File: src/rtl/sd_pkg.sv
// Shared definitions for the SPI-mode SD command path: FSM encoding,
// frame constants, common command numbers and the serial CRC7 step.
package sd_pkg;

  typedef enum logic [2:0] {
    IDLE    = 3'd0,
    FILL    = 3'd1,
    SEND    = 3'd2,
    HANDOFF = 3'd3,
    WAIT    = 3'd4,
    DONE    = 3'd5
  } sd_state_e;

  localparam logic [1:0] SD_START_BITS  = 2'b01;
  localparam logic [6:0] CRC7_POLY      = 7'h09;
  localparam logic [7:0] R1_TIMEOUT_VAL = 8'hFF;

  localparam logic [5:0] CMD0   = 6'd0;
  localparam logic [5:0] CMD8   = 6'd8;
  localparam logic [5:0] CMD55  = 6'd55;
  localparam logic [5:0] ACMD41 = 6'd41;

  // One serial step of CRC7 (x^7 + x^3 + 1), data bit fed MSB first.
  function automatic logic [6:0] crc7_step(input logic [6:0] crc, input logic din);
    logic fb;
    fb = din ^ crc[6];
    return {crc[5:0], 1'b0} ^ (fb ? CRC7_POLY : 7'h00);
  endfunction

endpackage

File: src/rtl/sd_crc7.sv
// Serial CRC7 accumulator. clr zeroes the register, en folds in one bit.
// Also used by the data path, so it knows nothing about command frames.
module sd_crc7
  import sd_pkg::*;
(
  input  logic       clk,
  input  logic       rst,
  input  logic       clr,
  input  logic       en,
  input  logic       din,
  output logic [6:0] crc
);

  logic [6:0] crc_q;
  logic [6:0] crc_d;

  // Next CRC value: clear has priority over an update.
  always_comb begin
    crc_d = crc_q;
    if (clr) begin
      crc_d = 7'h00;
    end else if (en) begin
      crc_d = crc7_step(crc_q, din);
    end
  end

  // CRC register.
  always_ff @(posedge clk) begin
    if (rst) begin
      crc_q <= 7'h00;
    end else begin
      crc_q <= crc_d;
    end
  end

  assign crc = crc_q;

endmodule

File: src/rtl/sd_cmd_tx.sv
// SPI-mode SD command transmitter. Sends optional 0xFF fill bytes and a
// 48-bit command frame on DI (MSB first, CRC7 computed on the fly), kicks
// the R1 parser with rp_start and returns its byte, or 0xFF plus timeout
// if the parser does not finish within TIMEOUT_CYC cycles.
//
// Handshake: start is a request sampled only in IDLE (no valid/ready
// back-pressure, no queuing); busy is high from the cycle after acceptance
// until done; done is a one-cycle pulse qualifying response and timeout,
// which are then held until the next accepted request.
module sd_cmd_tx
  import sd_pkg::*;
#(
  parameter int PRE_BYTES   = 1,
  parameter int TIMEOUT_CYC = 1024,
  parameter int TO_W        = 11
) (
  input  logic        clk,
  input  logic        rst,
  input  logic        start,
  input  logic [5:0]  cmd_index,
  input  logic [31:0] arg,
  output logic        DI,
  output logic        busy,
  output logic        done,
  output logic [7:0]  response,
  output logic        timeout,
  output logic        rp_start,
  input  logic        rp_finish,
  input  logic [7:0]  rp_response,
  output sd_state_e   dbg_state
);

  localparam int FILL_CYC = PRE_BYTES * 8;
  localparam int FILL_W   = (FILL_CYC > 1) ? $clog2(FILL_CYC) : 1;
  localparam logic [FILL_W-1:0] FILL_LAST = FILL_W'((FILL_CYC > 0) ? FILL_CYC - 1 : 0);
  // The counter is 0 in the first WAIT cycle; the exit decision is taken
  // in the cycle whose increment would make it reach TIMEOUT_CYC-1.
  localparam logic [TO_W-1:0] TO_LAST = TO_W'((TIMEOUT_CYC >= 2) ? TIMEOUT_CYC - 2 : 0);

  sd_state_e         state_q, state_d;
  logic [39:0]       hdr_q, hdr_d;        // start bits, index, argument
  logic [5:0]        bit_cnt_q, bit_cnt_d; // frame bit currently on DI
  logic [FILL_W-1:0] fill_cnt_q, fill_cnt_d;
  logic [TO_W-1:0]   to_cnt_q, to_cnt_d;
  logic [7:0]        response_q, response_d;
  logic              timeout_q, timeout_d;

  logic              accept;
  logic              crc_clr;
  logic              crc_en;
  logic [6:0]        crc;
  logic [2:0]        crc_sel;

  assign accept  = (state_q == IDLE) && start;
  assign crc_clr = accept;
  // Only the 40 header bits (frame bits 47..8) feed the CRC.
  assign crc_en  = (state_q == SEND) && (bit_cnt_q >= 6'd8);
  // Frame bits 7..1 carry crc[6..0].
  assign crc_sel = bit_cnt_q[2:0] - 3'd1;

  sd_crc7 u_crc7 (
    .clk (clk),
    .rst (rst),
    .clr (crc_clr),
    .en  (crc_en),
    .din (hdr_q[39]),
    .crc (crc)
  );

  // State register; reset abandons any frame in flight.
  always_ff @(posedge clk) begin
    if (rst) begin
      state_q <= IDLE;
    end else begin
      state_q <= state_d;
    end
  end

  // Next-state logic.
  always_comb begin
    state_d = state_q;
    case (state_q)
      IDLE:    if (start) state_d = (PRE_BYTES == 0) ? SEND : FILL;
      FILL:    if (fill_cnt_q == FILL_LAST) state_d = SEND;
      SEND:    if (bit_cnt_q == 6'd0) state_d = HANDOFF;
      HANDOFF: state_d = WAIT;
      WAIT:    if (rp_finish || (to_cnt_q == TO_LAST)) state_d = DONE;
      DONE:    state_d = IDLE;
      default: state_d = IDLE;
    endcase
  end

  // Datapath next values: latching, counters and result capture.
  always_comb begin
    hdr_d      = hdr_q;
    bit_cnt_d  = bit_cnt_q;
    fill_cnt_d = fill_cnt_q;
    to_cnt_d   = to_cnt_q;
    response_d = response_q;
    timeout_d  = timeout_q;
    case (state_q)
      IDLE: begin
        if (start) begin
          hdr_d      = {SD_START_BITS, cmd_index, arg};
          bit_cnt_d  = 6'd47;
          fill_cnt_d = '0;
          timeout_d  = 1'b0;
        end
      end
      FILL: begin
        fill_cnt_d = fill_cnt_q + FILL_W'(1);
      end
      SEND: begin
        bit_cnt_d = bit_cnt_q - 6'd1;
        if (bit_cnt_q >= 6'd8) begin
          hdr_d = {hdr_q[38:0], 1'b0};
        end
      end
      HANDOFF: begin
        to_cnt_d = '0;
      end
      WAIT: begin
        to_cnt_d = to_cnt_q + TO_W'(1);
        if (rp_finish) begin
          response_d = rp_response;
          timeout_d  = 1'b0;
        end else if (to_cnt_q == TO_LAST) begin
          response_d = R1_TIMEOUT_VAL;
          timeout_d  = 1'b1;
        end
      end
      default: ;
    endcase
  end

  // Datapath registers.
  always_ff @(posedge clk) begin
    if (rst) begin
      hdr_q      <= '0;
      bit_cnt_q  <= '0;
      fill_cnt_q <= '0;
      to_cnt_q   <= '0;
      response_q <= 8'h00;
      timeout_q  <= 1'b0;
    end else begin
      hdr_q      <= hdr_d;
      bit_cnt_q  <= bit_cnt_d;
      fill_cnt_q <= fill_cnt_d;
      to_cnt_q   <= to_cnt_d;
      response_q <= response_d;
      timeout_q  <= timeout_d;
    end
  end

  // Moore outputs decoded from the current state.
  always_comb begin
    DI       = 1'b1;
    busy     = 1'b0;
    done     = 1'b0;
    rp_start = 1'b0;
    case (state_q)
      FILL: begin
        busy = 1'b1;
      end
      SEND: begin
        busy = 1'b1;
        if (bit_cnt_q >= 6'd8) begin
          DI = hdr_q[39];
        end else if (bit_cnt_q != 6'd0) begin
          DI = crc[crc_sel];
        end
      end
      HANDOFF: begin
        busy     = 1'b1;
        rp_start = 1'b1;
      end
      WAIT: begin
        busy = 1'b1;
      end
      DONE: begin
        done = 1'b1;
      end
      default: ;
    endcase
  end

  assign response  = response_q;
  assign timeout   = timeout_q;
  assign dbg_state = state_q;

endmodule

File: config.mk
export PLATFORM = sky130hd
export DESIGN_NAME = sd_cmd_tx
export DESIGN_NICKNAME = d
export VERILOG_FILES = /design/src/rtl/sd_pkg.sv /design/src/rtl/sd_crc7.sv /design/src/rtl/sd_cmd_tx.sv
export SDC_FILE = /design/constraint.sdc
export NUM_CORES = 1
export LEC_CHECK = 0
export BUFFER_PORTS_ARGS = -buffer_cell sky130_fd_sc_hd__buf_2
export CELL_PAD_IN_SITES_DETAIL_PLACEMENT = 1
export CELL_PAD_IN_SITES_GLOBAL_PLACEMENT = 2
export CORE_MARGIN = 8
export CORE_UTILIZATION = 30
export CTS_CLUSTER_DIAMETER = 150
export DETAILED_ROUTE_END_ITERATION = 8
export HOLD_SLACK_MARGIN = 0.15
export PLACE_DENSITY_LB_ADDON = 0.12
export SLEW_MARGIN = 20
export SYNTH_ARGS = -nofsm -noshare
export SYNTH_HDL_FRONTEND = slang
export SYNTH_SLANG_ARGS = --single-unit
File: constraint.sdc
create_clock -name clk -period 1.7 [get_ports clk]
set_input_delay 0.085 -clock clk [delete_from_list [all_inputs] [get_ports clk]]
set_output_delay 0.085 -clock clk [all_outputs]
set_load 0.05 [all_outputs]
==> impl_summary.txt <==
----------------------------------------------------
[STA]
  Max-Slew Margin vs Limit ... 0.676
  Actual transition at the worst max-transition pin ... 0.486 ns
  Final clock period utilization by the worst path ... 1.13
  Highest clock frequency the design can meet ... 521 MHz
  Fin Clk Skew ... 0.00723 ns
  Final Max Slew Viols ... 0
  Final setup margin ... -0.221 ns
  Setup violation total in the final timing report ... 2
  Unrepaired setup endpoints after global routing ... yes
  Number of hold violations in the final report ... 0
  Shortest period the worst path allows ... 1.92 ns

[Synth]
  Cell with the most instances after synthesis ... sky130_fd_sc_hd__nand2_1
  Main synth FF type ... sky130_fd_sc_hd__dfxtp_1
  Number of enable-type register cells in the synthesized netlist ... 0
  Distinct cells, synth ... 48
  Cell area after synthesis ... 3680 um^2
  Mean area per synthesized cell ... 8.57 um^2
  Total nets after synthesis ... 486
  Share of async-settable or async-resettable flops after synthesis ... 0
  Cell taking the most area after synthesis ... sky130_fd_sc_hd__dfxtp_1
  Post-Syn Instances ... 430
  Number of synthesized register bits ... 79
  Main area contributors after synthesis ... sky130_fd_sc_hd__dfxtp_1 43%, sky130_fd_sc_hd__nand2_1 11%, sky130_fd_sc_hd__a311oi_2 8.2%, sky130_fd_sc_hd__nor2_1 5.9%, sky130_fd_sc_hd__a311oi_1 4.8%
  Share of Yosys cell area claimed by the top area cell type ... 0.429
  Sequential element share of the synthesized area ... 0.429
  Commonest cells post-synth ... 106 x sky130_fd_sc_hd__nand2_1, 79 x sky130_fd_sc_hd__dfxtp_1, 58 x sky130_fd_sc_hd__nor2_1
  Synth warn ... 0

[Status]
  Failing checks ... negative setup slack
  Run status ... finished, violations left

[Detailed routing]
  Routed via count ... 3684
  Detailed-route wire length ... 11600 um
  Vias per inst ... 5.03
  Final routed DRC violation total ... 0
  1st-iter DRT viols ... 138
  First-pass detailed-route iteration total ... 4
  Wirelength per Cell ... 15.8 um
  Antenna violation net count after detailed routing ... 0

[Finish]
  Synthesis-to-layout area growth ... 52.8%
  Non-filler instance count after layout ... 733
  Total area of multi-input combinational cells ... 2060 um^2
  Post-layout nets ... 637
  Storage element area ... 1600 um^2
  Fraction of final layout cells sized beyond drive strength 1 ... 0.343
  End-of-flow core utilization ... 0.469
  Fill cell count ... 1358
  Antenna Cells ... 0

[GRT]
  Global routing usage on met3 ... 0.0314
  Vias in the first global route ... 3845
  GR peak layer ... met2
  Final global-route overflow total ... 0
  Largest net degree at the start of global routing ... 35
  Global-route met1 utilization ... 0.177
  GR Util All Layers ... 0.143
  Met2 Use GR ... 0.235
  Wire length of the first global-routing pass ... 18900 um
  Number of antenna violations at the first check in global routing ... 0

[Placement]
  Total placed cells including tap cells ... 654
  Last weighted congestion value of the routability-driven placer ... 0.756
  Total of buffers placed on input and output ports ... 65
  Detailed-placement wirelength estimate ... 7580 um

[Setup path]
  CP required ... 1.62 ns
  Maximum fanout along the worst path ... 2
  Worst-case reg-to-reg path depth ... 6
  Data arrival time at the worst-slack endpoint ... 1.84 ns
  Critical R2R Capture ... bit_cnt_q[3]$_SDFFE_PP0P_
  Worst reg-to-reg setup slack ... -0.06 ns
  Reg-to-Reg Start ... dbg_state[0]$_SDFFE_PP0P_
  Type of destination of the critical path ... output pin
  Startpoint-to-endpoint class of the critical path ... register to output pin
  Startpoint type of the worst setup path ... register

[Clocking]
  CTS Buffer Depth ... 2
  Clock latency reported for the late side of the worst-skew pair ... 0.34 ns
  CTS sink cnt ... 79
  Clk slew on worst S/H paths ... 0.06 ns
  CTS root buf ... sky130_fd_sc_hd__clkbuf_16
  Cts bufs inserted ... 9
  TritonCTS clock tree ... done
  H-Tree Level Count ... 3

[Pwr]
  Static Leak ... 2.27 nW
  Peak supply drop ... 0.390 mV
  Pwr Density ... 814 nW/um^2

[Floorplan]
  Number of I/O pins ... 66
  Initial Utilization ... 0.307
  Floorplan die height ... 127 um
  Area of the die ... 16100 um^2
  Die boundary width ... 127 um
  Core Footprint ... 12000 um^2
  Row Count ... 40

[Worst hold path]
  Hold path cells ... 3
  Path type of the worst min-delay path ... input port to register
  Worst Hold Launch ... rst
  Hold-critical path endpoint ... to_cnt_q[10]$_SDFFE_PP0P_

[Run]
  Max-capacitance violation count ... 0

----------------------------------------------------
-- worst max-delay path by stage --
stage,start,endpoint,slack (ns)
floorplan,dbg_state[2]$_SDFFE_PP0P_,hdr_q[23]$_SDFFE_PP0P_,-0.04
global placement,bit_cnt_q[0]$_SDFFE_PP0P_,DI,-0.04
detailed placement,dbg_state[2]$_SDFFE_PP0P_,bit_cnt_q[5]$_SDFFE_PP0P_,-0.16
CTS,bit_cnt_q[1]$_SDFFE_PP0P_,DI,-0.23
global route,bit_cnt_q[1]$_SDFFE_PP0P_,DI,-0.29
finish,bit_cnt_q[1]$_SDFFE_PP0P_,DI,-0.22
-- stage by stage --
| step | hold slack (ns) | TNS, ns | setup WS [ns] | area (um^2) | power (mW) |
|---|---|---|---|---|---|
| floorplan | 0.196 | -1.05 | -0.0430 | 3760 | 2.32 |
| global placement | 0.328 | -0.0735 | -0.0367 | 4500 | 2.48 |
| detailed placement | 0.341 | -0.987 | -0.162 | 4500 | 2.49 |
| CTS | 0.207 | -0.232 | -0.232 | 5360 | 4.59 |
| global route | 0.241 | -1.01 | -0.292 | 5630 | 4.80 |
| finish | 0.220 | -0.283 | -0.221 | 5630 | 4.58 |
-- power breakdown --
part	internal (mW)	switching (mW)
Clock	1.19	0.746
Sequential	1.94	0.0529
Combinational	0.352	0.298
-- area by class of cell --
class,count,area share
Timing Repair Buffer,171,0.258
Clock buffer,14,0.0525
Clock inverter,2,0.00178
Inverter,7,0.00533
Tap cell,147,0.0327
Sequential cell,79,0.283
Multi-Input combinational cell,313,0.366
-- state kept, by name, summed over array words and instances, names as in the netlist --
register	flops
timeout	1
fill_cnt_q	3
hdr_q	40
bit_cnt_q	6
response	8
to_cnt_q	11
dbg_state	3
u_crc7.crc	7
-- cell usage in the layout (no fill, tap or decap), types with 4 or more instances in the layout --
cell                            count
sky130_fd_sc_hd__nand2_1          105
sky130_fd_sc_hd__dfxtp_1           74
sky130_fd_sc_hd__buf_6             10
sky130_fd_sc_hd__nand3_1            7
sky130_fd_sc_hd__nor2_1            57
sky130_fd_sc_hd__a21oi_1           15
sky130_fd_sc_hd__buf_2             64
sky130_fd_sc_hd__buf_4             36
sky130_fd_sc_hd__a31oi_1            5
sky130_fd_sc_hd__ha_1               5
sky130_fd_sc_hd__a311oi_1          19
sky130_fd_sc_hd__o221a_2            8
sky130_fd_sc_hd__clkbuf_16         13
sky130_fd_sc_hd__mux2i_1            4
sky130_fd_sc_hd__buf_12             7
sky130_fd_sc_hd__dlygate4sd3_1     47
sky130_fd_sc_hd__a211oi_1           4
sky130_fd_sc_hd__nand4_1            4
sky130_fd_sc_hd__a311oi_2          21
-- logic make-up after synthesis --
logic type | count (synthesis) | share of synthesized area
adder cells (fa/ha/maj) | 6 | 0.0204
AND/OR/NAND/NOR | 204 | 0.241
XOR/XNOR | 5 | 0.0119
multiplexers | 8 | 0.0258
flip-flops | 79 | 0.429
AO/OA/AOI/OAI | 90 | 0.225
buffers and inverters | 38 | 0.0465
-- layer usage --
metal	vias up	routed length (um)
met1	1761	5400
met2	60	5530
met3	16	440
met5	-	0
met4	0	212
li1	1847	-
-- critical path, stage by stage (launching register included) --
cell                      delay [ns]
sky130_fd_sc_hd__dfxtp_2        0.33
sky130_fd_sc_hd__inv_2          0.05
sky130_fd_sc_hd__ha_4           0.16
sky130_fd_sc_hd__xor2_2         0.18
sky130_fd_sc_hd__mux4_2         0.32
sky130_fd_sc_hd__mux2i_2        0.22
sky130_fd_sc_hd__a21oi_4        0.08
sky130_fd_sc_hd__buf_6          0.16
-- timing repair --
| action | CTS | global route |
|---|---|---|
| resized for setup | 14 | 26 |
| gates cloned | 1 | 5 |
| endpoints found under the setup margin | 45 | 46 |
| setup buffers | 1 | 9 |
| pin swaps | 3 | 20 |
| endpoints found under the hold margin | 47 | 0 |
| hold buffers | 47 | 0 |
No activity file was read; power rests on OpenSTA's default activity.
